File: config.mk
export PLATFORM = sky130hd
export DESIGN_NAME = decade_count_monitor_flat
export DESIGN_NICKNAME = d
export VERILOG_FILES = /design/src/rtl/decade_count_monitor_if.sv /design/src/rtl/decade_count_monitor.sv /design/src/flat_wrapper.sv
export SDC_FILE = /design/constraint.sdc
export NUM_CORES = 1
export LEC_CHECK = 0
export ABC_AREA = 1
export BUFFER_PORTS_ARGS = -buffer_cell sky130_fd_sc_hd__buf_2
export CORE_UTILIZATION = 53
export CTS_BUF_LIST = sky130_fd_sc_hd__clkbuf_2 sky130_fd_sc_hd__clkbuf_4 sky130_fd_sc_hd__clkbuf_8
export CTS_CLUSTER_SIZE = 25
export DETAILED_ROUTE_END_ITERATION = 7
export GPL_ROUTABILITY_DRIVEN = 1
export GPL_TIMING_DRIVEN = 0
export PLACE_DENSITY = 0.82
export SLEW_MARGIN = 25
export SYNTH_ARGS = -nofsm -noshare
export SYNTH_HDL_FRONTEND = slang
export SYNTH_SLANG_ARGS = --single-unit
File: constraint.sdc
create_clock -name clk -period 1.7 [get_ports clk]
set_input_delay 0.34 -clock clk [delete_from_list [all_inputs] [get_ports clk]]
set_output_delay 0.34 -clock clk [all_outputs]
set_load 0.01 [all_outputs]
File: src/rtl/decade_count_monitor_if.sv
// Bus between a BCD stream source/observer and decade_count_monitor.
interface decade_count_monitor_if #(
    parameter int unsigned WRAP_W = 16,
    parameter int unsigned ERR_W  = 8
) ();
    logic [3:0]        count_in;
    logic              count_vld;
    logic              clr_stat;
    logic              locked;
    logic              tc_pulse;
    logic              err_pulse;
    logic              err_sticky;
    logic [ERR_W-1:0]  err_cnt;
    logic [WRAP_W-1:0] wrap_cnt;
    logic [3:0]        exp_out;

    // Source/observer side: drives the stream, reads status.
    modport master (
        output count_in, count_vld, clr_stat,
        input  locked, tc_pulse, err_pulse, err_sticky, err_cnt, wrap_cnt, exp_out
    );

    // Monitor side.
    modport slave (
        input  count_in, count_vld, clr_stat,
        output locked, tc_pulse, err_pulse, err_sticky, err_cnt, wrap_cnt, exp_out
    );
endinterface

File: src/rtl/decade_count_monitor.sv
// Receive-side checker for a 0..9 wrapping BCD counter stream.
// Locks after LOCK_CNT consecutive correct increments, then reports
// sequence errors and legal 9->0 wraps with saturating statistics.
// Optional macro DCM_REPEAT_TOLERATE_EN: a legal repeat of the previous
// value is treated as a stall (no error, no progress) outside IDLE.
module decade_count_monitor #(
    parameter int unsigned LOCK_CNT = 3,
    parameter int unsigned WRAP_W   = 16,
    parameter int unsigned ERR_W    = 8
) (
    input  logic                   clk,
    input  logic                   rst_n,
    decade_count_monitor_if.slave  bus
);

    typedef enum logic [1:0] {
        ST_IDLE   = 2'd0,
        ST_SYNC   = 2'd1,
        ST_LOCKED = 2'd2
    } state_t;

    state_t             r_state;
    state_t             w_state_nxt;
    logic [3:0]         r_prev;
    logic [3:0]         w_prev_nxt;
    logic [3:0]         r_match_cnt;
    logic [3:0]         w_match_nxt;
    logic [3:0]         w_match_inc;
    logic [3:0]         w_expected;
    logic               w_legal;
    logic               w_hit;
    logic               w_stall;
    logic               w_sample;
    logic               w_tc_evt;
    logic               w_err_evt;

    logic               r_locked;
    logic               r_tc_pulse;
    logic               r_err_pulse;
    logic               r_err_sticky;
    logic [ERR_W-1:0]   r_err_cnt;
    logic [WRAP_W-1:0]  r_wrap_cnt;

    // Sample classification against the registered previous value.
    assign w_expected  = (r_prev == 4'd9) ? 4'd0 : r_prev + 4'd1;
    assign w_legal     = (bus.count_in <= 4'd9);
    assign w_hit       = w_legal && (bus.count_in == w_expected);
    assign w_match_inc = r_match_cnt + 4'd1;

`ifdef DCM_REPEAT_TOLERATE_EN
    // A repeated legal value outside IDLE is a source stall, not a sample.
    assign w_stall = w_legal && (r_state != ST_IDLE) && (bus.count_in == r_prev);
`else
    assign w_stall = 1'b0;
`endif

    assign w_sample = bus.count_vld && !w_stall;

    // State, previous value and match counter registers.
    always_ff @(posedge clk or negedge rst_n) begin
        if (!rst_n) begin
            r_state     <= ST_IDLE;
            r_prev      <= 4'd0;
            r_match_cnt <= 4'd0;
        end else begin
            r_state     <= w_state_nxt;
            r_prev      <= w_prev_nxt;
            r_match_cnt <= w_match_nxt;
        end
    end

    // Next-state logic for the lock FSM.
    always_comb begin
        w_state_nxt = r_state;
        w_prev_nxt  = r_prev;
        w_match_nxt = r_match_cnt;
        if (w_sample) begin
            case (r_state)
                ST_IDLE: begin
                    if (w_legal) begin
                        w_prev_nxt  = bus.count_in;
                        w_match_nxt = 4'd0;
                        w_state_nxt = ST_SYNC;
                    end
                end
                ST_SYNC: begin
                    if (!w_legal) begin
                        w_match_nxt = 4'd0;
                        w_state_nxt = ST_IDLE;
                    end else if (w_hit) begin
                        w_prev_nxt = bus.count_in;
                        if (w_match_inc == 4'(LOCK_CNT)) begin
                            w_match_nxt = 4'd0;
                            w_state_nxt = ST_LOCKED;
                        end else begin
                            w_match_nxt = w_match_inc;
                        end
                    end else begin
                        w_prev_nxt  = bus.count_in;
                        w_match_nxt = 4'd0;
                    end
                end
                ST_LOCKED: begin
                    if (w_hit) begin
                        w_prev_nxt = bus.count_in;
                    end else if (w_legal) begin
                        w_prev_nxt  = bus.count_in;
                        w_match_nxt = 4'd0;
                        w_state_nxt = ST_SYNC;
                    end else begin
                        w_match_nxt = 4'd0;
                        w_state_nxt = ST_IDLE;
                    end
                end
                default: begin
                    w_match_nxt = 4'd0;
                    w_state_nxt = ST_IDLE;
                end
            endcase
        end
    end

    // Event decode: wraps and errors are only reported while locked.
    always_comb begin
        w_tc_evt  = 1'b0;
        w_err_evt = 1'b0;
        if (w_sample && (r_state == ST_LOCKED)) begin
            if (w_hit) begin
                w_tc_evt = (r_prev == 4'd9);
            end else begin
                w_err_evt = 1'b1;
            end
        end
    end

    // Registered status and saturating statistics; clear beats increment.
    always_ff @(posedge clk or negedge rst_n) begin
        if (!rst_n) begin
            r_locked     <= 1'b0;
            r_tc_pulse   <= 1'b0;
            r_err_pulse  <= 1'b0;
            r_err_sticky <= 1'b0;
            r_err_cnt    <= '0;
            r_wrap_cnt   <= '0;
        end else begin
            r_locked    <= (w_state_nxt == ST_LOCKED);
            r_tc_pulse  <= w_tc_evt;
            r_err_pulse <= w_err_evt;
            if (bus.clr_stat) begin
                r_err_sticky <= 1'b0;
                r_err_cnt    <= '0;
                r_wrap_cnt   <= '0;
            end else begin
                if (w_err_evt) begin
                    r_err_sticky <= 1'b1;
                end
                if (w_err_evt && (r_err_cnt != {ERR_W{1'b1}})) begin
                    r_err_cnt <= r_err_cnt + ERR_W'(1);
                end
                if (w_tc_evt && (r_wrap_cnt != {WRAP_W{1'b1}})) begin
                    r_wrap_cnt <= r_wrap_cnt + WRAP_W'(1);
                end
            end
        end
    end

    assign bus.locked     = r_locked;
    assign bus.tc_pulse   = r_tc_pulse;
    assign bus.err_pulse  = r_err_pulse;
    assign bus.err_sticky = r_err_sticky;
    assign bus.err_cnt    = r_err_cnt;
    assign bus.wrap_cnt   = r_wrap_cnt;
    assign bus.exp_out    = (r_state == ST_IDLE) ? 4'd0 : w_expected;

endmodule

File: src/flat_wrapper.sv
// flat-port wrapper written by rule: the top's interface ports become plain ports
module decade_count_monitor_flat 
#(
    parameter int unsigned LOCK_CNT = 3,
    parameter int unsigned WRAP_W   = 16,
    parameter int unsigned ERR_W    = 8
)
  (clk, rst_n, bus_count_in, bus_count_vld, bus_clr_stat, bus_locked, bus_tc_pulse, bus_err_pulse, bus_err_sticky, bus_err_cnt, bus_wrap_cnt, bus_exp_out);
  decade_count_monitor_if #(.WRAP_W(WRAP_W), .ERR_W(ERR_W)) bus_i ();
  input  logic clk;
  input  logic rst_n;
  input wire logic [$bits(bus_i.count_in)-1:0] bus_count_in;
  input wire logic [$bits(bus_i.count_vld)-1:0] bus_count_vld;
  input wire logic [$bits(bus_i.clr_stat)-1:0] bus_clr_stat;
  output wire logic [$bits(bus_i.locked)-1:0] bus_locked;
  output wire logic [$bits(bus_i.tc_pulse)-1:0] bus_tc_pulse;
  output wire logic [$bits(bus_i.err_pulse)-1:0] bus_err_pulse;
  output wire logic [$bits(bus_i.err_sticky)-1:0] bus_err_sticky;
  output wire logic [$bits(bus_i.err_cnt)-1:0] bus_err_cnt;
  output wire logic [$bits(bus_i.wrap_cnt)-1:0] bus_wrap_cnt;
  output wire logic [$bits(bus_i.exp_out)-1:0] bus_exp_out;
  assign bus_i.count_in = bus_count_in;
  assign bus_i.count_vld = bus_count_vld;
  assign bus_i.clr_stat = bus_clr_stat;
  assign bus_locked = bus_i.locked;
  assign bus_tc_pulse = bus_i.tc_pulse;
  assign bus_err_pulse = bus_i.err_pulse;
  assign bus_err_sticky = bus_i.err_sticky;
  assign bus_err_cnt = bus_i.err_cnt;
  assign bus_wrap_cnt = bus_i.wrap_cnt;
  assign bus_exp_out = bus_i.exp_out;
  decade_count_monitor #(.LOCK_CNT(LOCK_CNT), .WRAP_W(WRAP_W), .ERR_W(ERR_W)) u_core (.clk(clk), .rst_n(rst_n), .bus(bus_i));
endmodule
# Yosys cells after proc, flatten, opt, wreduce, memory -nomap -nowiden

Cells that the tools add are included.

Input bits: 8
Bits in registers: 38
Word-level logic and storage cells: 65

Reductions and logical operators: 12
$lt $le $gt $ge: 1
Add/subtract/negate cells: 4
Eq/ne operators: 10
Mux-type cells: 29

Operators by type and width:

| operator                                                         | number |
|---|---|
| 4-bit two-way mux                                                | 9 |
| 16-bit two-way mux                                               | 2 |
| 16-bit by 1-bit adder with 16-bit output (second input constant) | 1 |
| 8-bit two-way mux                                                | 2 |
| 16-bit != test (second input constant)                           | 1 |
| 2-bit two-way mux                                                | 6 |
| 4-bit case mux with 3 select lines                               | 1 |
| 4-bit by 1-bit adder with 4-bit output (second input constant)   | 2 |
| 8-bit by 1-bit adder with 8-bit output (second input constant)   | 1 |
| 8-bit != test (second input constant)                            | 1 |
| 4-bit case mux with 2 select lines                               | 1 |
| 2-bit nonzero test                                               | 4 |
| 1-bit two-way mux                                                | 7 |
| 2-bit case mux with 3 select lines                               | 1 |
| 2-bit == test (second input constant)                            | 2 |
| 4-bit by 2-bit == test with 1-bit output (second input constant) | 1 |
| 4-bit == test                                                    | 1 |
| 4-bit == test (second input constant)                            | 1 |
| 4-bit less-or-equal comparator (second input constant)           | 1 |
| 1-bit logical AND                                                | 4 |
| 3-bit AND reduction                                              | 1 |
| 2-bit by 1-bit == test with 1-bit output (second input constant) | 1 |
| 2-bit logical NOT                                                | 1 |
| 2-bit by 1-bit != test with 1-bit output (second input constant) | 1 |
| other kinds (3)                                                  | 3 |

# Longest topological paths before layout

Gate-level depths: netlist of the first run.

Depth after elaboration: 9
Mapped depth: 15
Mapped depth without buffers: 15

# Least setup slack after synthesis of the first run

OpenSTA, ideal clock, no wires.

Path kind: reg2reg
From: reg u_core.r_wrap_cnt[0], in the netlist u_core.bus.wrap_cnt[0]
To: reg u_core.r_wrap_cnt[10], in the netlist u_core.bus.wrap_cnt[10]
Stages on the path, launching flop included: 10
Data arrival time: 1.728 ns
Setup time: 0.118 ns
Path buffers: 2
Path slack: -0.146 ns
Cells stage by stage: dfrtp_1 ha_1 nand2_1 nor2_1 nand3_1 or2_1 clkbuf_1 clkbuf_1 nand4_1 nand2_1

Word-level cells in the longest chain between the ends: 3
Elaborated cells between the ends (all ways): 6

Ends and longest elaborated chain:

| what                                                                              | RTL line                                                 | source |
|---|---|---|
| from (decl)                                                                       | decade_count_monitor.sv:42                               | `logic [WRAP_W-1:0] r_wrap_cnt;` |
| from (signal assigned)                                                            | decade_count_monitor.sv:161                              | `r_wrap_cnt <= r_wrap_cnt + WRAP_W'(1);` |
| 16-bit by 1-bit adder with 16-bit output / 16-bit != test (equally long branches) | decade_count_monitor.sv:161, decade_count_monitor.sv:160 |  |
| 16-bit two-way mux / 1-bit logical AND (equally long branches)                    | decade_count_monitor.sv:160                              | `if (w_tc_evt && (r_wrap_cnt != {WRAP_W{1'b1}})) begin` |
| 16-bit two-way mux / 2-bit nonzero test (equally long branches)                   | -                                                        |  |

Several ways; a longest one is shown, not always the timed one. The select of a mux whose other input is x is not followed.
A chain may end at the register's enable or synchronous reset.

==> out/qor.yml, run 1 <==
pwr:
  irDropWorstVdd_mv: 0.4122
  p_int_w: 0.001397
  power_frac_seq_pct: 47.4
  switching_share_pct: 31.07
  leakage_nw: 1.666
  clkPwrFrac_pct: 32.8
  power_switching_w: 0.0006297
  combPwrFrac_pct: 19.8
  finalPower_w: 0.002027
  power.density_nw_per_um2: 653.2
synth:
  synth_area_um2: 2425
  ys_seq_area_share_pct: 39.22
  syn_nets: 344
  yosysUniqueCellTypes: 30
  synth-edff-count: 0
  synthArstFlopShare_pct: 100.0
  synth_flop_cell: "dfrtp_1"
  synth_top_area_share_pct: 39.22
  syn_inst: 332
  yosysWarnings: 0
  syn_area_per_cell_um2: 7.304
  synth_seq_cells: 38
  yosys-top-cells-area: "dfrtp_1 (39%), nand2_1 (13%), nand3_1 (8.9%)"
  synth_area_leader_cell: "dfrtp_1"
clocking:
  clockRootBuffer: "clkbuf_8"
  cts_tree: "built"
  hold_buffers: 0
  clk_pin_slew_ns: 0.08
  cts_sinks: 38
  clk_path_buf_depth: 2
  htree_levels: 2
  cts-buffers-inserted: 5
  clkLatencyLatePin_ns: 0.29
worst_setup_path:
  crit_buf_inv: 3
  critical_path.max_fanout: 6
  path_common_cell: "nand2_2"
  critical_path_class: "flop to flop"
  max_stage_delay_ns: 0.47
  critPathLaunchType: "flop"
  required_ns: 1.93
  endpoint_kind: "flop"
  slowest_stage: "dfrtp_2"
  cp_cell_sequence: "inv_2, nor2_4, buf_6, nand3_4, nand2_4, nand2_2, nand2_2, nor2_4, nand2_4, nor3_4, buf_4, nand4_1, nand2_2"
  critical_path.top_delay_family: "simple AND/OR/NAND/NOR gates"
  arrival_ns: 2.23
route:
  first_pass_iters: 4
  drtIter0Drc: 129
  drt-total-wl_mm: 6.211
  vias_per_cell: 5.518
  antenna_left: 0
  wl_per_cell_um: 13.99
  vias: 2450
  drc: 0
timing:
  drv_slew: 0
  relSlewSlack_pct: 44.26
  rsz0062_at_grt: "true"
  setup_viol: 34
  fmax_ghz: 0.5018
  period_share_pct: 117.2
  setup_slack_ns: -0.2928
  tightestPinTransition_ns: 0.8360
  final_hold_viol_count: 0
  fin_skew_ns: 0.002992
  fin_crit_ns: 1.993
cells_and_area:
  diodes: 0
  fillers: 325
  syn_to_final_growth_pct: 27.97
  post-route-util_pct: 70.78
  final_nets: 403
  drive_gt1_share_pct: 31.12
global_route:
  grt_pass1_wl_mm: 9.715
  grt_max_degree: 39
  antenna_found_initial: 0
  grtUsageTotal_pct: 24.90
  grt_pass1_vias: 2139
  grt-ovfl-total: 0
die:
  chipHeight_um: 69.64
  die_area_um2: 4850
  core-area_um2: 4384
  start_util_pct: 55.31
  ios: 40
  rows: 24
  die_w_um: 69.64
run_status:
  status: "finished with violations"
  violations: "setup timing"
min_path:
  hold_class: "input pin to async pin"
job:
  maxCapViolations: 0
place:
  gp_congestion: 0.9296
  dp_hpwl_mm: 3.878
  io_buffers: 38
-- power by group through the flow --
stage	Sequential [W]	Combinational, W	Clock (W)
floorplan	0.000966	0.000191	0
detailed placement	0.000970	0.000280	0
global placement	0.000969	0.000267	0
CTS	0.000956	0.000325	0.000673
global route	0.000964	0.000440	0.000706
finish	0.000960	0.000401	0.000666
-- cells in the final DEF (no fill, tap or decap), drive strengths merged, types with 10 or more instances in the layout --
cell type	netlist	layout
buf	4	57
clkbuf	5	10
dfrtp	38	38
inv	36	36
nand2	88	88
nand3	44	44
nand4	23	23
nor2	41	41
o21ai	11	11
xor2	16	16
-- path summary, 6_finish.rpt --
| kind | startpoint | endpoint | slack (ns) | cells past startpoint |
|---|---|---|---|---|
| max | flop | u_core.bus.wrap_cnt[14]$_DFFE_PN0P_ | -0.29 | 13 |
| min | rst_n | u_core.r_match_cnt[3]$_DFFE_PN0P_ | 0.13 | 1 |
| max reg2reg | flop | u_core.bus.wrap_cnt[14]$_DFFE_PN0P_ | -0.29 | 13 |
| min reg2reg | u_core.bus.err_sticky$_DFFE_PN0P_ | u_core.bus.err_sticky$_DFFE_PN0P_ | 0.49 | 2 |
| max in group asynchronous | rst_n | async pin | 0.98 | 1 |
| min in group clk | bus_count_in[0] | flop | 0.34 | 3 |
-- worst reg2reg max path: cells and delay by family, from the launching register on --
family | cells | cell delay [ns]
and+or+nand+nor | 10 | 1.05
DFF | 1 | 0.47
buffers and inverters | 3 | 0.41
-- final cells by class --
cell class	instances	area (um2)	share of cell area (%)
buffer	9	50.05	1.613
tap	52	65.06	2.097
timing repair buffer	52	306.5	9.879
clock buffer	6	82.58	2.661
multi-input combinational	249	1490	48.02
clock inverter	2	12.51	0.4032
sequential	38	955.9	30.81
inverter	36	140.1	4.516
-- metal layers --
metal,vias up,wire length [um],GRT usage [%]
li1,1204,-,-
met1,1177,2680,32.83
met2,55,3228,41.86
met3,14,200,3.924
met4,0,101,8.444
met5,-,0,0
-- cells by family (layout without fill, tap and decap cells) --
group	after synthesis	count (layout)	share of synthesized area [%]
simple gates	207	207	39.94
buf+inv	45	105	7.585
flops	38	38	39.22
xor+xnor	21	21	7.585
compound gates	17	17	3.612
fa+ha+maj	4	4	2.064
-- per-stage QoR --
| step | setup WS [ns] | hold WS, ns | instance area [um2] | setup TNS (ns) | instances |
|---|---|---|---|---|---|
| global route | -0.4440 | 0.2234 | 3103 | -10.96 | 444 |
| CTS | -0.2393 | 0.1847 | 2943 | -5.248 | 440 |
| floorplan | -0.08842 | 0.04441 | 2429 | -0.8812 | 332 |
| detailed placement | -0.3739 | 0.4831 | 2684 | -7.825 | 422 |
| finish | -0.2928 | 0.1328 | 3103 | -6.736 | 444 |
| global placement | -0.2974 | 0.4728 | 2684 | -5.729 | 422 |
-- cells in the mapped netlist (3+ instances only) --
cell type / count
clkbuf_1: 5
dfrtp_1: 38
nand4_1: 23
ha_1: 4
nand3_1: 43
nor2_1: 39
inv_1: 32
nand2_2: 5
o21ai_0: 3
o21ai_1: 8
nor3_1: 3
inv_2: 4
xnor2_1: 5
a21oi_1: 5
xor2_1: 16
nand2_1: 82
-- repair_timing --
item / CTS / global route
cloned: 1 / 0
buffers inserted: 9 / 4
hold endpoints to repair: 0 / 0
gates resized for setup: 25 / 36
endpoints found under the setup margin: 32 / 36
pin swaps: 13 / 20
Power figures use the tool's default switching activity.
==> run 2: changes to the inputs <==
--- a/config.mk
+++ b/config.mk
@@ -7,3 +7,2 @@
 export LEC_CHECK = 0
-export ABC_AREA = 1
 export BUFFER_PORTS_ARGS = -buffer_cell sky130_fd_sc_hd__buf_2
==> constraint.sdc (replaced) <==
create_clock -name clk -period 1.7 [get_ports clk]
set_input_delay 0.255 -clock clk [delete_from_list [all_inputs] [get_ports clk]]
set_output_delay 0.255 -clock clk [all_outputs]
set_load 0.01 [all_outputs]
==> run 2 against run 1 <==
- the run still ends with setup timing left
- clock power rose by 21%
- cell count fell by 14%
- fmax is 7.3% lower
- global-route usage is 2.3 points higher
- synthesized cell count down 23%
- count of clock-buffer cells in the layout unchanged
- total power grew 15%
- area after synthesis increased by 0.41%
==> out/qor.yml, run 2 <==
synth:
  synth_top_area_share_pct: 39.05  # -0.16 points
  syn_inst: 254  # -23%
  yosysMostFrequentCell: "dfrtp_1"
  synth_area_leader_cell: "dfrtp_1"
  ys_top_cells_by_count: "dfrtp_1 (38), nor2_1 (22), nand2_1 (16)"
  yosysWarnings: 0  # unchanged
  yosysUniqueCellTypes: 60  # +100%
  yosys-top-cells-area: "dfrtp_1 (39%), nor2_1 (3.4%), mux2_2 (3.2%)"
  syn_area_per_cell_um2: 9.586  # +31%
  synth_area_um2: 2435  # +0.41%
  syn_nets: 266  # -23%
  synthArstFlopShare_pct: 100.0  # unchanged
  synth_flop_cell: "dfrtp_1"
  ys_seq_area_share_pct: 39.05  # -0.16 points
  synth_seq_cells: 38  # unchanged
  synth-edff-count: 0  # unchanged
route:
  wl_per_cell_um: 18.40  # +32%
  vias_per_cell: 6.225  # +13%
  drc: 0  # unchanged
  drt-total-wl_mm: 7.049  # +13%
  drtIter0Drc: 209  # +62%
  first_pass_iters: 4  # unchanged
  vias: 2384  # -2.7%
  antenna_left: 0  # unchanged
clocking:
  clk_path_buf_depth: 2  # unchanged
  cts-buffers-inserted: 5  # unchanged
  cts_sinks: 38  # unchanged
  htree_levels: 2  # unchanged
  clk_pin_slew_ns: 0.08  # about the same
  clkLatencyLatePin_ns: 0.29  # about the same
  clockRootBuffer: "clkbuf_8"
  cts_tree: "built"
worst_setup_path:
  arrival_ns: 2.33  # +0.10 ns
  critical_path_class: "flop to flop"
  endpoint_kind: "flop"
  reg2regPathDepth: 8  # -5
  critical_path.max_fanout: 6  # unchanged
  critPathLaunchType: "flop"
  required_ns: 1.88  # -0.05 ns
  timing.rr.end: "u_core.r_match_cnt[1]$_DFFE_PN0P_"
  rrSetupSlack_ns: -0.45  # -0.16 ns
global_route:
  antenna_found_initial: 0  # unchanged
  grt_pass1_wl_mm: 10.51  # +8.2%
  grt-ovfl-total: 0  # unchanged
  grt_pass1_vias: 2274  # +6.3%
  grtUsageTotal_pct: 27.20  # +2.3 points
  grt_max_degree: 39  # unchanged
die:
  ios: 40  # unchanged
  rows: 24  # unchanged
  die_w_um: 69.78  # +0.20%
  chipHeight_um: 69.78  # +0.20%
  core-area_um2: 4384  # unchanged
  die_area_um2: 4869  # +0.40%
  start_util_pct: 55.54  # +0.23 points
timing:
  drv_slew: 0  # unchanged
  period_share_pct: 126.5  # +9.3 points
  final_hold_viol_count: 0  # unchanged
  setup_slack_ns: -0.4505  # -0.1577 ns
  hold_ws_ns: 0.07269  # -0.06007 ns
  fmax_ghz: 0.4650  # -7.3%
  rsz0062_at_grt: "true"
  tightestPinTransition_ns: 0.8743  # +0.03821 ns
  finalSetupTns_ns: -10.63  # -3.896 ns
  fin_crit_ns: 2.150  # +0.1577 ns
  relSlewSlack_pct: 41.72  # -2.5 points
  setup_viol: 34  # unchanged
  fin_skew_ns: 0.003014  # +0.00002181 ns
run_status:
  violations: "setup timing"
  status: "finished with violations"
job:
  maxCapViolations: 0  # unchanged
cells_and_area:
  syn_to_final_growth_pct: 36.90
  drive_gt1_share_pct: 42.90  # +12 points
  most-common-layout-cells: "buf_2 (40), dfrtp_1 (37), buf_4 (25), nor2_1 (21), nand2_1 (15)"
  diodes: 0  # unchanged
  final_nets: 343  # -15%
  fillers: 289  # -11%
  final_common_cell: "buf_2"
pwr:
  power.density_nw_per_um2: 696.6  # +6.6%
  finalPower_w: 0.002322  # +15%
  leakage_nw: 1.550  # -6.9%
  irDropWorstVdd_mv: 0.4813  # +17%
min_path:
  hold_class: "input pin to async pin"
place:
  dp_hpwl_mm: 3.803  # -1.9%
  gp_congestion: 0.8236  # -11%
  io_buffers: 39  # +2.6%
  pre_cts_slack_ns: -0.4396  # -0.06574 ns
[run 2: final cells by class]
| type | instances | area [um2] | share of cell area [%] |
|---|---|---|---|
| Multi-Input combinational cell | 197 | 1620 | 48.61 |
| Sequential cell | 38 | 952.2 | 28.57 |
| Timing Repair Buffer | 70 | 447.9 | 13.44 |
| Buffer | 13 | 112.6 | 3.378 |
| Clock buffer | 6 | 82.58 | 2.477 |
| Tap cell | 52 | 65.06 | 1.952 |
| Clock inverter | 1 | 30.03 | 0.9009 |
| Inverter | 6 | 22.52 | 0.6757 |
[run 2: timing repair]
action / in CTS / in global routing
gates cloned: 2 / 0
setup buffers: 21 / 10
endpoints found under the setup margin: 33 / 38
resized for setup: 28 / 29
pin swaps: 25 / 24
hold buffers: 0 / 0
[run 2: per-layer routing]
layer  wire, um  vias to the layer above  part of all wire (%)  track usage, %
met5          0                        -                     0               0
met4        242                        0                   3.4           14.67
met3        419                       30                   5.9           5.087
met2       3595                      110                    51           46.05
met1       2791                     1158                    40           32.52
li1           -                     1086                     -               -
[run 2: through the flow]
| stage | utilization (%) | area, um2 | instances |
|---|---|---|---|
| after global placement | 62.36 | 2734 | 345 |
| after CTS | 71.63 | 3141 | 375 |
| after floorplan | - | 2474 | 254 |
| final | 76.03 | 3333 | 383 |
| after detailed placement | 62.36 | 2734 | 345 |
| after global routing | 76.03 | 3333 | 383 |
[run 2: logic make-up (layout without fill, tap and decap cells)]
group                    Yosys count  count (layout)  synth area share, %
AO/OA/AOI/OAI                     51              51                16.86
XOR/XNOR                          14              14                5.601
adder cells (fa/ha/maj)            4               4                2.056
buffers and inverters             19              96                4.573
flip-flops                        38              38                39.05
multiplexers                      10              10                4.471
AND/OR/NAND/NOR                  118             118                27.39
[run 2: power by group]
| part | leakage [nW] | internal [W] | switching (W) |
|---|---|---|---|
| registers | 0.517 | 0.000921 | 0.0000163 |
| logic | 0.976 | 0.000269 | 0.000307 |
| clock network | 0.0573 | 0.000470 | 0.000339 |
[run 2: worst max-delay path by stage]
stage,from,to,slack [ns],depth (start not counted)
global route,flop,u_core.bus.err_cnt[7]$_DFFE_PN0P_,-0.53,9
detailed placement,u_core.r_state[0]$_DFF_PN0_,u_core.bus.wrap_cnt[9]$_DFFE_PN0P_,-0.44,8
floorplan,u_core.r_state[0]$_DFF_PN0_,u_core.bus.wrap_cnt[5]$_DFFE_PN0P_,-0.28,8
global placement,flop,u_core.bus.wrap_cnt[14]$_DFFE_PN0P_,-0.43,7
finish,flop,u_core.r_match_cnt[1]$_DFFE_PN0P_,-0.45,8
CTS,flop,u_core.bus.wrap_cnt[9]$_DFFE_PN0P_,-0.38,8
[run 2: critical path, cell delays in order (launching register included)]
cell and delay [ns]:
dfrtp_1 0.40, buf_6 0.14, xor2_1 0.14, o31ai_1 0.10, a221o_2 0.43, buf_6 0.16
buf_6 0.11, a41oi_4 0.24, mux2_4 0.32
==> run 3: changes to the inputs <==
- PLACE_DENSITY: 0.82 -> default
- PLACE_DENSITY_LB_ADDON: default -> 0.08
- SKIP_CTS_REPAIR_TIMING: default -> 1
==> run 3 against run 2 <==
- the flow still finishes with violations (setup timing)
- via count down 9.6%
- die area unchanged
- sequential power about the same
- worst hold slack worse by 0.0069 ns
- flip-flop and latch count unchanged
- combinational power down 21%
- cell area down 8.3%
- critical path depth unchanged
- wire length down 25%
- critical path type unchanged
- critical endpoint is now u_core.bus.wrap_cnt[9]$_DFFE_PN0P_
- largest cell class unchanged
==> out/qor.yml, run 3 (synthesis results as in run 2) <==
die:
  die_w_um: 69.78  # unchanged
  core-area_um2: 4384  # unchanged
  rows: 24  # unchanged
  start_util_pct: 55.54  # unchanged
  chipHeight_um: 69.78  # unchanged
  die_area_um2: 4869  # unchanged
  ios: 40  # unchanged
route:
  drc: 0  # unchanged
  first_pass_iters: 4  # unchanged
  drtIter0Drc: 98  # -53%
  wl_per_cell_um: 14.37  # -22%
  vias: 2154  # -9.6%
  antenna_left: 0  # unchanged
  vias_per_cell: 5.837  # -6.2%
  drt-total-wl_mm: 5.304  # -25%
cells_and_area:
  final_nets: 328  # -4.4%
  multi_input_area_um2: 1471  # -9.2%
  syn_to_final_growth_pct: 25.59
  final_common_cell: "buf_2"
  regArea_um2: 953.4  # +0.13%
  most-common-layout-cells: "buf_2 (39), dfrtp_1 (36), nor2_1 (22), nand2_1 (16), buf_4 (15)"
  diodes: 0  # unchanged
  drive_gt1_share_pct: 34.70  # -8.2 points
  fillers: 350  # +21%
  post-route-util_pct: 69.75  # -6.3 points
worst_setup_path:
  worstSetupPathDepth: 8  # unchanged
  crit_buf_inv: 2  # -1
  critical_path.max_fanout: 10  # +4
  slowest_stage: "dfrtp_2"
  critical_path_class: "flop to flop"
  path_common_cell: "buf_6"
  crit_path_end: "u_core.bus.wrap_cnt[9]$_DFFE_PN0P_"
  critical_path.top_delay_family: "compound AO/OA/AOI/OAI gates"
  max_stage_delay_ns: 0.44  # about the same
  required_ns: 1.92  # +0.04 ns
  reg2regPathDepth: 8  # unchanged
  cp_cell_sequence: "buf_6, xor2_1, o31ai_1, a221o_2, buf_6, nand4b_1, or3_1, a21oi_1"
  endpoint_kind: "flop"
  arrival_ns: 2.33  # about the same
  timing.rr.end: "u_core.bus.wrap_cnt[9]$_DFFE_PN0P_"
  rrSetupSlack_ns: -0.41  # +0.04 ns
  critPathLaunchType: "flop"
global_route:
  antenna_found_initial: 0  # unchanged
  gr-usage-met3_pct: 3.052  # -2.0 points
  grtUsageMet2_pct: 36.43  # -9.6 points
  grtUsageTotal_pct: 22.45  # -4.7 points
  grt_use_met1_pct: 30.16  # -2.4 points
  grt_max_degree: 39  # unchanged
  busiest_layer: "met2"
  grt-ovfl-total: 0  # unchanged
  grt_pass1_wl_mm: 8.721  # -17%
  grt_pass1_vias: 1912  # -16%
timing:
  finalSetupTns_ns: -8.792  # +1.839 ns
  setup_viol: 33  # -2.9%
  period_share_pct: 124.0  # -2.5 points
  fmax_ghz: 0.4742  # +2.0%
  drv_slew: 0  # unchanged
  fin_skew_ns: 0.007671  # +0.004657 ns
  final_hold_viol_count: 0  # unchanged
  fin_crit_ns: 2.109  # -0.04184 ns
  rsz0062_at_grt: "true"
  relSlewSlack_pct: 41.32  # -0.40 points
  tightestPinTransition_ns: 0.8803  # +0.006004 ns
  setup_slack_ns: -0.4086  # +0.04184 ns
clocking:
  cts_tree: "built"
  clockRootBuffer: "clkbuf_8"
  clk_pin_slew_ns: 0.08  # about the same
  htree_levels: 2  # unchanged
  cts-buffers-inserted: 5  # unchanged
  clkLatencyLatePin_ns: 0.30  # about the same
  cts_sinks: 38  # unchanged
  clk_path_buf_depth: 2  # unchanged
place:
  pre_cts_slack_ns: -0.4705  # -0.03084 ns
  gp_congestion: 0.7603  # -7.7%
  io_buffers: 39  # unchanged
  dp_hpwl_mm: 3.674  # -3.4%
run_status:
  violations: "setup timing"
  status: "finished with violations"
min_path:
  hold_class: "input pin to async pin"
pwr:
  irDropWorstVdd_mv: 0.4630  # -3.8%
  power.density_nw_per_um2: 719.3  # +3.3%
  leakage_nw: 1.443  # -6.9%
job:
  maxCapViolations: 0  # unchanged
==> run 3: cell types whose count changed in the layout (fill, tap and decap cells not counted), sizes merged <==
cell	previous run	this run
buf	79	63
clkbuf	10	12
==> run 3: stage by stage <==
step           std cells  hold slack [ns]  total power (W)  cell area [um2]
5_1_grt              369           0.1540         0.002275             3058
3_5_place_dp         345           0.4243         0.001348             2734
6_report             369          0.06583         0.002200             3058
3_3_place_gp         345           0.4191         0.001341             2734
2_1_floorplan        254         -0.04059         0.001240             2474
4_1_cts              353           0.1012         0.002146             2848
==> run 3: cell type report <==
type,count,share of cell area [%]
Clock inverter,1,0.9820
Inverter,6,0.7365
Timing Repair Buffer,55,10.56
Tap cell,52,2.128
Multi-Input combinational cell,197,48.12
Buffer,13,3.560
Sequential cell,38,31.18
Clock buffer,7,2.741
==> run 3: where the power goes <==
part           internal (W)  switching [W]
clock              0.000471       0.000331
sequential         0.000921      0.0000184
combinational      0.000206       0.000251
total               0.00160       0.000601
==> run 3: worst min path at each step <==
stage,slack [ns],endpoint,depth (start not counted)
2_1_floorplan,-0.04,async pin,0
3_3_place_gp,0.42,u_core.r_match_cnt[1]$_DFFE_PN0P_,1
5_1_grt,0.15,u_core.r_match_cnt[3]$_DFFE_PN0P_,1
4_1_cts,0.10,u_core.r_match_cnt[1]$_DFFE_PN0P_,1
6_report,0.07,u_core.r_match_cnt[1]$_DFFE_PN0P_,1
3_5_place_dp,0.42,u_core.r_match_cnt[1]$_DFFE_PN0P_,1
==> run 3: per-layer routing <==
layer | share of wire, % | up-vias
li1 | - | 1050
met2 | 48 | 48
met1 | 47 | 1051
met3 | 3.6 | 5
met4 | 1.2 | 0
met5 | 0 | -
